File: config.mk
export PLATFORM = sky130hd
export DESIGN_NAME = core2axi4l_pipe
export DESIGN_NICKNAME = d
export VERILOG_FILES = /design/src/rtl/core2axi4l_pipe.sv
export SDC_FILE = /design/constraint.sdc
export NUM_CORES = 1
export LEC_CHECK = 0
export CAP_MARGIN = 20
export CORE_AREA = 4 4 109 121
export CTS_BUF_LIST = sky130_fd_sc_hd__clkbuf_16
export DETAILED_ROUTE_END_ITERATION = 10
export DIE_AREA = 0 0 113 125
export MAX_ROUTING_LAYER = met4
export PLACE_DENSITY = 0.79
export REMOVE_ABC_BUFFERS = 1
export SLEW_MARGIN = 20
export SYNTH_ARGS = -nofsm -noshare
export SYNTH_HDL_FRONTEND = slang
export SYNTH_SLANG_ARGS = --single-unit
File: constraint.sdc
create_clock -name clk -period 3.5 [get_ports clk]
set_clock_uncertainty 0.2 [all_clocks]
set_input_delay 0.875 -clock clk [delete_from_list [all_inputs] [get_ports clk]]
set_output_delay 0.875 -clock clk [all_outputs]
set_load 0.005 [all_outputs]
File: src/rtl/core2axi4l_pipe.sv
// core2axi4l_pipe: bridge from an Ibex-style req/gnt/rvalid port to an AXI4-Lite master.
// Up to MAX_OUTSTANDING same-type transactions may be in flight, and responses come
// back in issue order. Reads and writes are never mixed while any transaction is
// outstanding, so that order holds without a reorder buffer.
// Optional feature: define CORE2AXI4L_RESP_REG_EN to register the core response
// (core_rvalid_o/core_rdata_o/core_err_o). This adds one cycle after the AXI handshake.
// Without it the response passes straight through.
module core2axi4l_pipe #(
    parameter int          AW              = 32,
    parameter int          DW              = 32,
    parameter int          MAX_OUTSTANDING = 2,
    parameter logic [2:0]  PROT            = 3'b000
) (
    input  logic              clk,
    input  logic              rst,
    // core side
    input  logic              core_req_i,
    output logic              core_gnt_o,
    output logic              core_rvalid_o,
    input  logic              core_we_i,
    input  logic [DW/8-1:0]   core_be_i,
    input  logic [AW-1:0]     core_addr_i,
    input  logic [DW-1:0]     core_wdata_i,
    output logic [DW-1:0]     core_rdata_o,
    output logic              core_err_o,
    // AXI4-Lite write address
    output logic              awvalid_o,
    input  logic              awready_i,
    output logic [AW-1:0]     awaddr_o,
    output logic [2:0]        awprot_o,
    // AXI4-Lite write data
    output logic              wvalid_o,
    input  logic              wready_i,
    output logic [DW-1:0]     wdata_o,
    output logic [DW/8-1:0]   wstrb_o,
    // AXI4-Lite write response
    input  logic              bvalid_i,
    output logic              bready_o,
    input  logic [1:0]        bresp_i,
    // AXI4-Lite read address
    output logic              arvalid_o,
    input  logic              arready_i,
    output logic [AW-1:0]     araddr_o,
    output logic [2:0]        arprot_o,
    // AXI4-Lite read data
    input  logic              rvalid_i,
    output logic              rready_o,
    input  logic [DW-1:0]     rdata_i,
    input  logic [1:0]        rresp_i
);

    localparam int SW      = DW / 8;
    localparam int ADDR_LSB = $clog2(SW);
    localparam int CW      = $clog2(MAX_OUTSTANDING + 1);
    localparam logic [CW-1:0] MAX_CNT = CW'(MAX_OUTSTANDING);
    localparam logic [CW-1:0] ONE     = CW'(1);
    // clears the byte-offset bits so AXI always sees a bus-aligned address
    localparam logic [AW-1:0] ALIGN_MASK = ~AW'((1 << ADDR_LSB) - 1);

    typedef enum logic [1:0] {
        IDLE    = 2'd0,
        RD_ADDR = 2'd1,
        WR      = 2'd2
    } state_e;

    state_e         state_q, state_d;
    logic [CW-1:0]  cnt_q, cnt_d;
    logic           mode_q, mode_d;      // 1 = write, 0 = read
    logic [AW-1:0]  addr_q, addr_d;
    logic [DW-1:0]  wdata_q, wdata_d;
    logic [SW-1:0]  be_q, be_d;
    logic           aw_done_q, aw_done_d;
    logic           w_done_q, w_done_d;

    logic           aw_fire, w_fire;
    logic           b_hs, r_hs;
    logic           resp_valid;
    logic [DW-1:0]  resp_data;
    logic           resp_err;
    logic           cnt_dec;

    // Only xRESP[1] (SLVERR/DECERR) matters to the core
    logic unused_resp_lsb;
    assign unused_resp_lsb = ^{bresp_i[0], rresp_i[0]};

    // AXI request channels are driven straight from registered state, so they
    // stay stable until the handshake completes
    assign arvalid_o = (state_q == RD_ADDR);
    assign araddr_o  = addr_q;
    assign arprot_o  = PROT;
    assign awvalid_o = (state_q == WR) && !aw_done_q;
    assign awaddr_o  = addr_q;
    assign awprot_o  = PROT;
    assign wvalid_o  = (state_q == WR) && !w_done_q;
    assign wdata_o   = wdata_q;
    assign wstrb_o   = be_q;

    assign aw_fire = awvalid_o && awready_i;
    assign w_fire  = wvalid_o && wready_i;

    // Only the channel matching the current mode is ready, and only while
    // something is outstanding
    assign bready_o = (cnt_q != '0) && mode_q;
    assign rready_o = (cnt_q != '0) && !mode_q;
    assign b_hs     = bvalid_i && bready_o;
    assign r_hs     = rvalid_i && rready_o;

    assign resp_valid = b_hs || r_hs;
    assign resp_data  = r_hs ? rdata_i : '0;
    assign resp_err   = r_hs ? rresp_i[1] : (b_hs && bresp_i[1]);

`ifdef CORE2AXI4L_RESP_REG_EN
    logic           rvalid_q;
    logic [DW-1:0]  rdata_q;
    logic           err_q;

    // Register the response one cycle after the AXI handshake
    always_ff @(posedge clk or posedge rst) begin
        if (rst) begin
            rvalid_q <= 1'b0;
            rdata_q  <= '0;
            err_q    <= 1'b0;
        end else begin
            rvalid_q <= resp_valid;
            rdata_q  <= resp_data;
            err_q    <= resp_err;
        end
    end

    assign core_rvalid_o = rvalid_q;
    assign core_rdata_o  = rdata_q;
    assign core_err_o    = err_q;
    assign cnt_dec       = rvalid_q;
`else
    assign core_rvalid_o = resp_valid;
    assign core_rdata_o  = resp_data;
    assign core_err_o    = resp_err;
    assign cnt_dec       = resp_valid;
`endif

    // Next-state logic: accept, issue on AXI, grant the core
    always_comb begin
        state_d    = state_q;
        mode_d     = mode_q;
        addr_d     = addr_q;
        wdata_d    = wdata_q;
        be_d       = be_q;
        aw_done_d  = aw_done_q;
        w_done_d   = w_done_q;
        core_gnt_o = 1'b0;
        case (state_q)
            IDLE: begin
                // A request of the other type waits for the pipe to drain
                if (core_req_i && (cnt_q < MAX_CNT) &&
                    ((cnt_q == '0) || (core_we_i == mode_q))) begin
                    addr_d    = core_addr_i & ALIGN_MASK;
                    wdata_d   = core_wdata_i;
                    be_d      = core_be_i;
                    mode_d    = core_we_i;
                    aw_done_d = 1'b0;
                    w_done_d  = 1'b0;
                    state_d   = core_we_i ? WR : RD_ADDR;
                end
            end
            RD_ADDR: begin
                if (arready_i) begin
                    core_gnt_o = 1'b1;
                    state_d    = IDLE;
                end
            end
            WR: begin
                aw_done_d = aw_done_q || aw_fire;
                w_done_d  = w_done_q || w_fire;
                // grant when the later of the two handshakes lands
                if ((aw_done_q || aw_fire) && (w_done_q || w_fire)) begin
                    core_gnt_o = 1'b1;
                    aw_done_d  = 1'b0;
                    w_done_d   = 1'b0;
                    state_d    = IDLE;
                end
            end
            default: state_d = IDLE;
        endcase
    end

    // Outstanding counter: grants add, responses retire, both together cancel
    always_comb begin
        cnt_d = cnt_q;
        if (core_gnt_o && !cnt_dec) begin
            cnt_d = cnt_q + ONE;
        end else if (!core_gnt_o && cnt_dec) begin
            cnt_d = cnt_q - ONE;
        end
    end

    // State registers; reset drops anything in flight
    always_ff @(posedge clk or posedge rst) begin
        if (rst) begin
            state_q   <= IDLE;
            cnt_q     <= '0;
            mode_q    <= 1'b0;
            addr_q    <= '0;
            wdata_q   <= '0;
            be_q      <= '0;
            aw_done_q <= 1'b0;
            w_done_q  <= 1'b0;
        end else begin
            state_q   <= state_d;
            cnt_q     <= cnt_d;
            mode_q    <= mode_d;
            addr_q    <= addr_d;
            wdata_q   <= wdata_d;
            be_q      <= be_d;
            aw_done_q <= aw_done_d;
            w_done_q  <= w_done_d;
        end
    end

endmodule

* Word level (Yosys, flattened, before mapping)
Cells that the tools add are included.
** Storage, ports and cells
- Bits of input ports :: 113
- Register bits after elaboration :: 73
- Word-level logic and storage cells :: 65
- Output and inout bits :: 146
** Cells by class
- Muxes and demuxes :: 17
- $add $sub $neg :: 2
- $lt $le $gt $ge :: 1
- Reductions and logical operators :: 31
- Equal/unequal tests :: 6
** Operators with widths (count)
- 32-bit 2-to-1 mux :: 1
- 1-bit logical AND :: 14
- 2-bit 2-to-1 mux :: 6
- 1-bit 2-to-1 mux :: 6
- 1-bit case mux with 2 select lines :: 3
- 2-bit case mux with 3 select lines :: 1
- 2-bit nonzero test :: 3
- 1-bit zero test :: 5
- 2-bit zero test :: 2
- 1-bit logical OR :: 4
- 2-bit by 1-bit != test with 1-bit output, second input constant :: 2
- 2-bit AND reduction :: 2
- 3-bit AND reduction :: 1
- 2-bit by 1-bit adder with 2-bit output, second input constant :: 1
- 2-bit by 1-bit == test with 1-bit output, second input constant :: 1
- 2-bit == test, second input constant :: 1
- 2-bit < comparator, second input constant :: 1
- 2-bit != test, second input constant :: 1
- 2-bit by 1-bit subtractor with 2-bit output, second input constant :: 1
- 1-bit == test :: 1

* Depth between registers and ports, before layout
Gate-level depths: netlist (run 1).
- Depth in word-level cells :: 11
- Depth in mapped cells :: 8
- Gate-level depth less buffers :: 8

* Worst setup path before layout (run 1)
Ideal clock, no wire load.
- Path kind :: in2reg
- Start point :: input port core_we_i
- End point :: register addr_q[10] (netlist: araddr_o[10])
- Path slack :: 1162 ps
- Data arrival time :: 2013 ps
- Required time :: 3175 ps
- Stages :: 4
- Library setup time :: 125 ps
- Buffers on the path :: 1
- Cell sequence :: xor2_1 > a211oi_4 > buf_6 > mux2_2
** On the way
- Cells in the longest elaborated chain, start to end :: 4
** RTL lines
- from (decl) :: RTL line 20 : input logic core_we_i,
- 1-bit == test :: RTL line 155 : ((cnt_q == '0) || (core_we_i == mode_q))) begin
- 1-bit logical OR :: RTL line 155
- 1-bit logical AND :: RTL line 154 : if (core_req_i && (cnt_q < MAX_CNT) &&
- 2-bit AND reduction (no line)
- to (signal assigned) :: RTL line 211 : addr_q <= addr_d;
- to (decl) :: RTL line 69 : logic [AW-1:0] addr_q, addr_d;
No other way between the ends.
A chain may end at the register's enable or synchronous reset.

* Worst setup path after layout (run 1)
- Start point :: input port rvalid_i
- End point :: output port core_rdata_o[1]
** On the way
- Cells in the longest elaborated chain, start to end :: 2
** RTL lines
- from (decl) :: RTL line 46 : input logic rvalid_i,
- 1-bit logical AND :: RTL line 106 : assign r_hs = rvalid_i && rready_o;
- 32-bit 2-to-1 mux :: RTL line 109 : assign resp_data = r_hs ? rdata_i : '0;
- to (decl) :: RTL line 24 : output logic [DW-1:0] core_rdata_o,
No other way between the ends.

==> summary.md, run 1 <==
| Metric | Value |
|---|---|
| CTS H-tree lvls | `3` |
| Standard cell core area | `11900 um2` |
| Number of I/O port buffers | `244` |
| Number of storage elements in the synthesis netlist | `73` |
| Hold Buf Count CTS | `0` |
| Number of library cell types mapped by synthesis | `29` |
| Source of the critical timing path | `rvalid_i` |
| Classification of the worst setup path | `primary input to output port` |
| Count of TritonRoute iterations in the first routing pass | `4` |
| Placed instance area | `5840 um2` |
| Number of DRC violations after detailed-routing iteration 0 | `76` |
| Final hold slack | `0.285 ns` |
| TritonCTS Sinks | `73` |
| CTS tree | `built` |
| Post-CTS Setup Repair Bufs | `0` |
| Required time worst endpoint | `2.42 ns` |
| Number of gates given a new drive strength after cts | `0` |
| Effective utilization at floorplan | `0.294` |
| Share of the synthesized area in the top cell type | `0.521` |
| Cell count after placement | `634` |
| Clock buffer count from CTS | `9` |
| Cell Rows | `42` |
| Count of mapped cells out of synthesis | `273` |
| DIE WIDTH | `113 um` |
| Ant. Diodes | `0` |
| Post-route ant nets | `0` |
| Most used routing layer in global routing | `met2` |
| Leakage dissipation | `2.61 nW` |
| First-pass GRT wire length | `16100 um` |
| Final WL | `10300 um` |
| Share of the yosys chip area belonging to registers | `0.521` |
| Pin count of the biggest net entering global routing | `58` |
| Cell Area, Synth | `3510 um2` |
| Number of vias in the routed layout | `2866` |
| Signal arrival time at the worst endpoint | `2.34 ns` |
| Setup violators final | `0` |
| Vias per std cell | `4.41` |
| Result of the run | `completed` |
| Number of endpoints with negative hold slack in the final report | `0` |
| CP max-delay cell | `clkdlybuf4s50_1` |
| Post-layout power | `5.23 mW` |
| Start of the worst register-to-register path | `state_q[0]$_DFFE_PP0P_` |
| CTS max path bufs | `2` |
| Via count of the first global-routing pass | `3102` |
| Max-cap check violation count | `0` |
| Top Ports | `259` |
| Count leader, synth | `dfrtp_1` |
| Clock latency reported for the late side of the worst-skew pair | `0.32 ns` |
| Delay contributed by the slowest stage of the critical path | `0.51 ns` |
| FMAX | `293 MHz` |
| Final min period | `3.42 ns` |
| Unrepaired setup endpoints after global routing | `false` |
| Ranking of synthesized cells by area | `dfrtp_1 (52%), mux2_2 (16%), buf_4 (8.6%), and3_1 (5.7%), mux2_1 (5.5%)` |
| Worst-path fanout max | `32` |
| Critical Path Sink Type | `output port` |
| Global-route met2 utilization | `0.255` |
| Final net count | `608` |
| VDD IR-drop max | `0.000465 V` |
| Chip Height | `125 um` |
| Gp weighted congestion | `0.784` |
| Number of enable-type register cells in the synthesized netlist | `0` |
| Die outline area | `14100 um2` |
| Cell repeated most along the worst path | `clkdlybuf4s50_1` |
| Number of non-filler instances in the completed layout | `650` |
| Final instance area | `6170 um2` |
| Grt total ovfl | `0` |
| Critical hold path startpoint | `wdata_o[3]$_DFFE_PP0P_` |
| Share of async-settable or async-resettable flops after synthesis | `1.00` |
| Final period util | `0.977` |
| Type of element launching the critical path | `primary input` |
| Path class of the lowest-slack min-delay path | `flip-flop to flip-flop` |
| # DRC | `0` |
| Clock slew at reported path FFs | `0.06 ns` |
| TNS Setup | `0 ns` |
| Critical path cell sequence | `clkdlybuf4s50_1, buf_4, and3_1, clkdlybuf4s50_1` |
| Synthesized area per cell | `12.8 um2` |
| Fraction of layout instances using a drive strength above 1 | `0.151` |
| Synth cell count leaders | `dfrtp_1 (73), mux2_2 (50), buf_4 (40), and3_1 (32), mux2_1 (17)` |
| Pre-CTS setup slack | `0.0849 ns` |
| Met3 track demand over resource | `0.0498` |
| Leading area contributor after synthesis | `dfrtp_1` |
| Ys Warns | `0` |
| CTS Root Buffer Type | `clkbuf_16` |
| P per Cell Area | `848 nW/um2` |
| Placed wire-length estimate | `8080 um` |
| Core Util, Final | `0.517` |
| Commonest register cell after synthesis | `dfrtp_1` |
| Slack of the critical path | `0.0820 ns` |
| Area added between synthesis and finish | `75.8%` |
| Antenna violations before repair | `0` |
| Pins over their slew limit | `0` |
| Total GRT Usage | `0.147` |
| Per-cell routed wire length | `15.9 um` |
| Met1 track demand over resource | `0.160` |
==> worst paths after layout <==
path | end | slack (ns) | cells after the start
max | core_rdata_o[1] | 0.08 | 4
max reg2reg | wdata_o[23]$_DFFE_PP0P_ | 1.44 | 6
min | wdata_o[3]$_DFFE_PP0P_ | 0.29 | 1
min reg2reg | wdata_o[3]$_DFFE_PP0P_ | 0.29 | 1
min in group asynchronous | araddr_o[28]$_DFFE_PP0P_ | 0.77 | 3
max in group asynchronous | cnt_q[0]$_DFFE_PP0P_ | 1.97 | 3
==> cell type report <==
cell class | instances | area, um2
Multi-Input combinational cell | 150 | 1290
Inverter | 6 | 22.5
Tap cell | 154 | 193
Timing Repair Buffer | 251 | 2510
Fill cell | 1042 | 5760
Clock inverter | 7 | 103
Clock buffer | 9 | 225
Sequential cell | 73 | 1830
==> power breakdown <==
group | leakage (nW) | total [mW] | switching (mW) | internal, mW
Clock | 0.150 | 1.00 | 0.369 | 0.631
Combinational | 1.59 | 2.66 | 0.869 | 1.80
Sequential | 0.867 | 1.56 | 0.284 | 1.28
==> state kept, by name, summed over array words and instances, names as in the netlist <==
| name | cells |
|---|---|
| araddr_o | 30 |
| aw_done_q | 1 |
| cnt_q | 2 |
| mode_q | 1 |
| state_q | 2 |
| w_done_q | 1 |
| wdata_o | 32 |
| wstrb_o | 4 |
==> layer usage <==
metal | vias up | wire length (um)
li1 | 1338 | -
met1 | 1386 | 3960
met2 | 131 | 5450
met3 | 11 | 770
met4 | 0 | 135
met5 | - | 0
==> critical path: cells and delay by family <==
kind          cells  cell delay (ns)
simple gates      1             0.20
buf+inv           3             1.26
==> cell usage in the layout, fill, tap and decap left out, types with 2 or more instances in the layout <==
master	instances
clkdlybuf4s50_1	244
and2_1	2
mux2_2	50
clkbuf_16	9
a21oi_1	5
dfrtp_1	73
ha_1	4
inv_1	5
xor2_1	3
mux2_1	17
and3_1	32
buf_4	6
nor2_1	3
nand2_1	5
conb_1	10
clkinvlp_4	3
a41oi_1	2
nor2b_1	4
a21o_1	2
bufinv_16	2
==> logic make-up (layout without fill, tap and decap cells) <==
group / after synthesis / in the layout / synth area share
DFF: 73 / 73 / 0.521
adders and majority gates: 4 / 4 / 0.0143
xor gates and xnor gates: 4 / 4 / 0.00999
and+or+nand+nor: 49 / 49 / 0.0817
buffers and inverters: 59 / 273 / 0.121
AOI/OAI and AO/OA: 16 / 16 / 0.0360
other: 1 / 10 / 0.00107
muxes: 67 / 67 / 0.215
No activity file was read; power rests on OpenSTA's default activity.
==> run 2, diff against run 1 <==
CORE_AREA = 4 4 101 112   (was 4 4 109 121)
DIE_AREA = 0 0 105 116   (was 0 0 113 125)
PLACE_DENSITY = 0.89   (was 0.79)
==> summary.md, run 2 (synthesis results as in run 1) <==
| Metric | Value |
|---|---|
| Count of TritonRoute iterations in the first routing pass | `4` |
| Type of element launching the critical path | `primary input` |
| Number of endpoints with negative hold slack in the final report | `0` |
| Final hold slack | `0.287 ns` |
| Switching share of power | `0.293` |
| Final instance area | `6110 um2` |
| Clock buffer count from CTS | `9` |
| Final period util | `0.980` |
| Layout fillers | `807` |
| Cell Rows | `39` |
| Signal arrival time at the worst endpoint | `2.36 ns` |
| CTS tree | `built` |
| Total GRT Usage | `0.172` |
| Final min period | `3.43 ns` |
| Classification of the worst setup path | `primary input to output port` |
| Antenna violations before repair | `0` |
| CTS max path bufs | `2` |
| Effective utilization at floorplan | `0.342` |
| Most used routing layer in global routing | `met2` |
| Clock slew at reported path FFs | `0.06 ns` |
| Post-CTS Setup Repair Bufs | `0` |
| Met1 track demand over resource | `0.187` |
| Number of I/O port buffers | `244` |
| Placed wire-length estimate | `8220 um` |
| VDD IR-drop max | `0.000526 V` |
| Transition time of the tightest slew-check pin | `0.588 ns` |
| Max-slew headroom | `0.607` |
| Fraction of layout instances using a drive strength above 1 | `0.147` |
| Met3 track demand over resource | `0.0440` |
| Per-cell routed wire length | `16.8 um` |
| Placed instance area | `5820 um2` |
| DIE WIDTH | `105 um` |
| Int Power | `3.63 mW` |
| Top Ports | `259` |
| Clock latency reported for the late side of the worst-skew pair | `0.32 ns` |
| Leading cell types in the layout, fill and taps excluded | `clkdlybuf4s50_1 (244), dfrtp_1 (73), mux2_2 (50), and3_1 (32), mux2_1 (17)` |
| Setup violators final | `0` |
| Worst-path fanout max | `4` |
| Pin count of the biggest net entering global routing | `49` |
| Area added between synthesis and finish | `74.1%` |
| # DRC | `0` |
| Clock share of power | `0.172` |
| First-pass GRT wire length | `15900 um` |
| TritonCTS Sinks | `73` |
| Number of vias in the routed layout | `2868` |
| Relative contribution of combinational cells to total power | `0.522` |
| Part of the power in registers | `0.306` |
| Grt total ovfl | `0` |
| Pins over their slew limit | `0` |
| Required time worst endpoint | `2.42 ns` |
| CTS Root Buffer Type | `clkbuf_16` |
| Final WL | `10400 um` |
| Flip-flop count of the largest register after layout | `32` |
| Result of the run | `completed` |
| Die outline area | `12200 um2` |
| Number of DRC violations after detailed-routing iteration 0 | `54` |
| Global-route met2 utilization | `0.313` |
| TNS Setup | `0 ns` |
| Path class of the lowest-slack min-delay path | `flip-flop to flip-flop` |
| Final net count | `609` |
| P per Cell Area | `842 nW/um2` |
| Unrepaired setup endpoints after global routing | `false` |
| CTS H-tree lvls | `3` |
| Pre-CTS setup slack | `0.0248 ns` |
| Critical Path Sink Type | `output port` |
| Vias per std cell | `4.63` |
| Post-route ant nets | `0` |
| Chip Height | `116 um` |
| Ant. Diodes | `0` |
| Most common cell after layout, fill and taps aside | `clkdlybuf4s50_1` |
| Via count of the first global-routing pass | `3084` |
| Slack of the critical path | `0.0685 ns` |
| Leakage dissipation | `2.61 nW` |
| Standard cell core area | `10200 um2` |
| Max-cap check violation count | `0` |
| Post-layout power | `5.14 mW` |
| Gp weighted congestion | `0.802` |
| FMAX | `291 MHz` |
| Net load switching power | `1.51 mW` |
==> run 2: worst max-delay path, stage by stage <==
cell and delay, ns:
clkdlybuf4s50_1 0.54, o221ai_1 0.17, a21boi_1 0.23, clkdlybuf4s50_1 0.54
==> run 2: worst paths after layout <==
kind	startpoint	to	slack [ns]	cells after the start
worst max-delay path	awready_i	core_gnt_o	0.07	4
min in group asynchronous	rst	wdata_o[27]$_DFFE_PP0P_	0.74	2
worst min-delay path	wdata_o[5]$_DFFE_PP0P_	wdata_o[5]$_DFFE_PP0P_	0.29	1
worst min register to register	wdata_o[5]$_DFFE_PP0P_	wdata_o[5]$_DFFE_PP0P_	0.29	1
worst max register to register	state_q[0]$_DFFE_PP0P_	araddr_o[19]$_DFFE_PP0P_	1.36	6
max in group asynchronous	rst	wdata_o[28]$_DFFE_PP0P_	1.69	3
==> run 2: per-layer routing <==
layer	share of wire	vias to the layer above
li1	-	1334
met1	0.38	1395
met2	0.56	135
met3	0.061	4
met4	0.0053	0
met5	0	-
==> run 2: layout make-up <==
type	count	area (um2)	share of cell area
Sequential cell	73	1830	0.299
Clock buffer	9	225	0.0369
Inverter	6	22.5	0.00369
Tap cell	123	154	0.0252
Clock inverter	6	60.1	0.00984
Multi-Input combinational cell	150	1290	0.211
Timing Repair Buffer	252	2530	0.414
==> run 2: power groups by stage <==
| stage | combinational (mW) | sequential, mW | clock [mW] |
|---|---|---|---|
| floorplan | 0.902 | 1.61 | 0 |
| global placement | 2.64 | 1.55 | 0 |
| detailed placement | 2.71 | 1.58 | 0 |
| CTS | 2.73 | 1.58 | 0.912 |
| global route | 2.87 | 1.64 | 0.959 |
| finish | 2.68 | 1.57 | 0.884 |
==> run 2: what timing repair did <==
item | in CTS | in global routing
setup endpoints to repair | 0 | 1
hold buffers | 0 | 0
gates resized for setup | 0 | 1
==> run 2: per-stage QoR <==
step | util | cells
2_1_floorplan | - | 229
3_3_place_gp | 0.568 | 604
3_5_place_dp | 0.568 | 604
4_1_cts | 0.596 | 619
5_1_grt | 0.596 | 619
6_report | 0.596 | 619
==> variant 1 (settings of run 2) <==
`MAX_OUTSTANDING`: 2 -> 1.
--- a/src/rtl/core2axi4l_pipe.sv
+++ b/src/rtl/core2axi4l_pipe.sv
@@ -8,7 +8,7 @@
 module core2axi4l_pipe #(
     parameter int          AW              = 32,
     parameter int          DW              = 32,
-    parameter int          MAX_OUTSTANDING = 2,
+    parameter int          MAX_OUTSTANDING = 1,
     parameter logic [2:0]  PROT            = 3'b000
 ) (
     input  logic              clk,
Formal check against the unedited RTL: not equivalent (a bounded check fails within 4 cycles, from zero or initial values and one cycle with rst high).
==> variant 1 against run 2 <==
Clock power about the same. Critical path depth increased by 1. Register-to-register slack got worse by 30 ps. Power decreased by 5.7%. Sequential cell count decreased by 1. Routed wire length increased by 12%. Combinational power decreased by 9.0%. Synthesized area decreased by 1.2%. Worst setup slack got worse by 14 ps. Final area decreased by 0.12%.
==> variant 1: results (changes against run 2) <==
Status -> completed
Cells after Synth -> 405 (+48%)
Met2 Usage GRT -> 35.6% (+4.2 points)
Share of power burned in the clock network -> 18.2% (+1.0 points)
Vias in the first global route -> 3,294 (+6.8%)
XOR/XNOR share of the synthesized area -> 0.253% (-0.75 points)
Hold worst-path end -> wdata_o[28]
Max incr delay on CP -> 500 ps (-40 ps)
Met2 wire len -> 6.55 mm (+13%)
Met1 wire length -> 4.16 mm (+5.7%)
Fraction of layout cells with a size suffix above 1 -> 5.10% (-9.6 points)
Total track usage -> 18.8% (+1.6 points)
Post-synth cell types -> 30 (+3.4%)
Top post-synthesis cells by area -> dfrtp_1 (52%), nand2_1 (22%), buf_4 (9.1%), and2_1 (6.0%), ha_1 (1.4%)
DP Cell Count -> 732 (+21%)
Slew headroom -> 47.1% (-14 points)
Pleak -> 0.00291 uW (+11%)
Synth top cells by count -> nand2_1 (203), dfrtp_1 (72), buf_4 (42)
Total wire length -> 11.7 mm (+12%)
Gpl congestion -> 0.838 (+4.5%)
Area post-placement -> 5780 um2 (-0.73%)
Internal power -> 3260 uW (-10%)
Hold Path Cell Cnt -> 2 (+1)
Worst slack, placed -> -91.3 ps (-116 ps)
Hold Crit Start -> wdata_o[28]
Layout Nets -> 739 (+21%)
VDD IR max -> 0.481 mV (-8.7%)
Post-Synth Adder-Cell Area -> 1.45% (+0.018 points)
Hpwl dp -> 9.14 mm (+11%)
CP Launch Point -> rvalid_i
P_seq -> 1520 uW (-3%)
Seq/Total Area, Yosys -> 52.0% (-0.064 points)
Max FO, Critical Path -> 14 (+10)
Reg2Reg Capture Point -> cnt_q
Vias/cell -> 4.49 (-3.2%)
WL met3 -> 776 um (+22%)
Hold_ws -> 272 ps (-14.8 ps)
1st-iter DRT viols -> 164 (+200%)
Combinational share of power -> 50.4% (-1.8 points)
Largest net degree at the start of global routing -> 69 (+41%)
Met3 GRT Util -> 3.57% (-0.84 points)
[variant 1: changes by cell type in the layout (fill, tap and decap cells not counted), moves of 3 or more]
cell,before,now
dlymetal6s2s_1,0,3
xor2_1,3,0
a21oi_1,5,1
mux2_2,50,1
and3_1,32,0
nand2_1,5,203
and2_1,2,33
mux2_1,17,0
clkdlybuf4s50_1,244,240
[variant 1: worst reg2reg max path, cell delays in order, from the launching register on]
cell,delay [ps]
dfrtp_1,370
inv_1,100
ha_1,240
inv_1,120
o2bb2a_1,300
nor2b_2,150
buf_4,120
buf_4,90
ha_1,230
xnor2_1,130
[variant 1: layout make-up]
cell class,instances,area [um2],share of cell area (%)
clock buffer,9,225,3.69
clock inverter,7,62.6,1.03
inverter,7,26.3,0.431
multi-input combinational,276,1260,20.6
sequential,72,1800,29.5
tap,123,154,2.52
timing repair buffer,256,2570,42.2
[variant 1: repair_timing]
action / in CTS / in global routing
resized for setup: 3 / 7
setup endpoints to repair: 2 / 23
cloned: 0 / 1
buffers inserted: 1 / 0
==> variant 2 (flow settings as in run 2) <==
Made on the original files. The 3 states of `state_e` get a one-hot encoding in 3 bits.
--- a/src/rtl/core2axi4l_pipe.sv
+++ b/src/rtl/core2axi4l_pipe.sv
@@ -57,10 +57,10 @@
     // clears the byte-offset bits so AXI always sees a bus-aligned address
     localparam logic [AW-1:0] ALIGN_MASK = ~AW'((1 << ADDR_LSB) - 1);
 
-    typedef enum logic [1:0] {
-        IDLE    = 2'd0,
-        RD_ADDR = 2'd1,
-        WR      = 2'd2
+    typedef enum logic [2:0] {
+        IDLE    = 3'b001,
+        RD_ADDR = 3'b010,
+        WR      = 3'b100
     } state_e;
 
     state_e         state_q, state_d;
Formal check against the unedited RTL: no difference found for any inputs over 4 cycles, from zero or initial values and one cycle with rst high; so few cycles prove little.
==> variant 2 against run 2 <==
Sequential cell count rose by 1. Routed wire length rose by 0.68%. Final area rose by 1.3%. Sequential power rose by 3%. Worst setup slack improved by 68 ps. Synthesized area rose by 0.11%. Power fell by 0.40%. Highest routed layer unchanged.
==> variant 2: results (changes against run 2) <==
DR vias -> 2,818 (-1.7%)
Hold crit path type -> flip-flop to flip-flop
Gpl congestion -> 0.764 (-4.8%)
Synth top cells by count -> dfrtp_1 (73), mux2_2 (61), buf_4 (40)
Asr flop ratio synth -> 100% (unchanged)
Mean Syn Cell Area -> 12.9 um2 (+0.48%)
Hpwl dp -> 8.37 mm (+1.9%)
CTS Buf Count -> 9 (unchanged)
Drt pass-1 iters -> 4 (unchanged)
R2r setup slk -> 1220 ps (-140 ps)
Largest net degree at the start of global routing -> 39 (-20%)
Initial antenna violation count -> 1 (+1)
Layout Nets -> 608 (-0.16%)
Port buffer count -> 244 (unchanged)
CTS Buffer Depth -> 2 (unchanged)
Worst-path clk slew -> 50 ps
Final non-filler cell total -> 623 (+0.65%)
DP Cell Count -> 603 (-0.17%)
Area post-placement -> 5840 um2 (+0.28%)
Seq/Total Area, Yosys -> 52.8% (+0.69 points)
Critical path data arrival time -> 2290 ps (-70 ps)
Total track usage -> 17.1% (-0.080 points)
First-pass GRT wire length -> 15.7 mm (-1.2%)
Fraction of layout cells with a size suffix above 1 -> 19.0% (+4.3 points)
Vias in the first global route -> 3,062 (-0.71%)
Status -> completed
Top_reg_cell synth -> dfrtp_1
Max reg flops -> 32 (unchanged)
VDD IR max -> 0.429 mV (-19%)
Pleak -> 0.00255 uW (-2.3%)
Max FO, Critical Path -> 3 (-1)
Top post-synthesis cells by area -> dfrtp_1 (52%), mux2_2 (20%), buf_4 (8.6%), and2_1 (5.7%), buf_6 (2.2%)
Later-pin clock latency in the skew report -> 330 ps
Root buf cell -> clkbuf_16
H-tree Lvls -> 3 (unchanged)
1st-iter DRT viols -> 53 (-1.9%)
Endpoints failing hold -> 0 (unchanged)
Post-synth cell types -> 33 (+14%)
Final setup fails -> 0 (unchanged)
Yosys warning count -> 0 (unchanged)
Total wire length -> 10.5 mm (+0.68%)
variant 2: cell types whose count changed after synthesis, sizes merged, moves of 3 or more:
cell	delta
nor2	+4
and3	-32
nor2b	-3
and2	+30
nor3	+3
nor3b	+3
inv	-3
ha	-3
or3b	+3
variant 2: kinds of logic (layout without fill, tap and decap cells):
logic type,Yosys count,count (layout),synth area share (%)
flip-flops,74,74,52.8
other,1,11,0.107
AO/OA/AOI/OAI,14,14,3.03
adder cells (fa/ha/maj),1,1,0.356
buffers and inverters,55,273,11.7
XOR/XNOR,4,4,0.998
multiplexers,67,67,21.5
AND/OR/NAND/NOR,56,56,9.55
variant 2: routing by layer:
layer / part of all wire [%] / vias to the layer above / global-route usage [%]
li1: - / 1315 / -
met1: 36 / 1370 / 18.6
met2: 56 / 116 / 30.0
met3: 5.9 / 17 / 5.29
met4: 1.5 / 0 / 5.25
met5: 0 / - / -
variant 2: path summary, 6_finish.rpt:
path / from / end / cells past startpoint
worst max-delay path: wready_i / core_gnt_o / 4
worst min-delay path: cnt_q[1] / cnt_q[1] / 1
worst max register to register: state_q[1] / cnt_q[1] / 7
worst min register to register: cnt_q[1] / cnt_q[1] / 1
max in group asynchronous: rst / wdata_o[13] / 3
min in group asynchronous: rst / wdata_o[17] / 2
variant 2: power by group:
part | internal, uW | switching (uW) | total (uW)
registers | 1300 | 310 | 1610
logic | 1780 | 797 | 2580
clock network | 559 | 369 | 928
total | 3640 | 1480 | 5120
variant 2: repair_timing:
| action | 4_1_cts | 5_1_grt |
|---|---|---|
| gates resized for setup | 0 | 8 |
| setup buffers | 1 | 0 |
| setup endpoints to repair | 3 | 33 |
| endpoints found under the hold margin | 0 | 0 |
| cloned | 0 | 2 |
variant 2: cell type report:
class / count / area, um2
Antenna cell: 1 / 2.50
Clock buffer: 9 / 225
Clock inverter: 7 / 77.6
Fill cell: 801 / 4060
Inverter: 3 / 11.3
Multi-Input combinational cell: 152 / 1300
Sequential cell: 74 / 1850
Tap cell: 123 / 154
Timing Repair Buffer: 254 / 2570
variant 2: stage by stage:
stage / TNS (ps) / hold slack (ps) / setup WS [ps]
after detailed placement: -26.5 / 280 / -24.4
final: 0 / 283 / 136
after floorplan: -10030 / 255 / -155
after global placement: 0 / 267 / 15.8
after global routing: 0 / 316 / 37.1
after CTS: -26.7 / 291 / -20.0
variant 2: critical path: stages:
cell and delay, ps:
clkdlybuf4s50_1 510, nor2_1 80, o31ai_2 270, clkdlybuf4s50_1 550
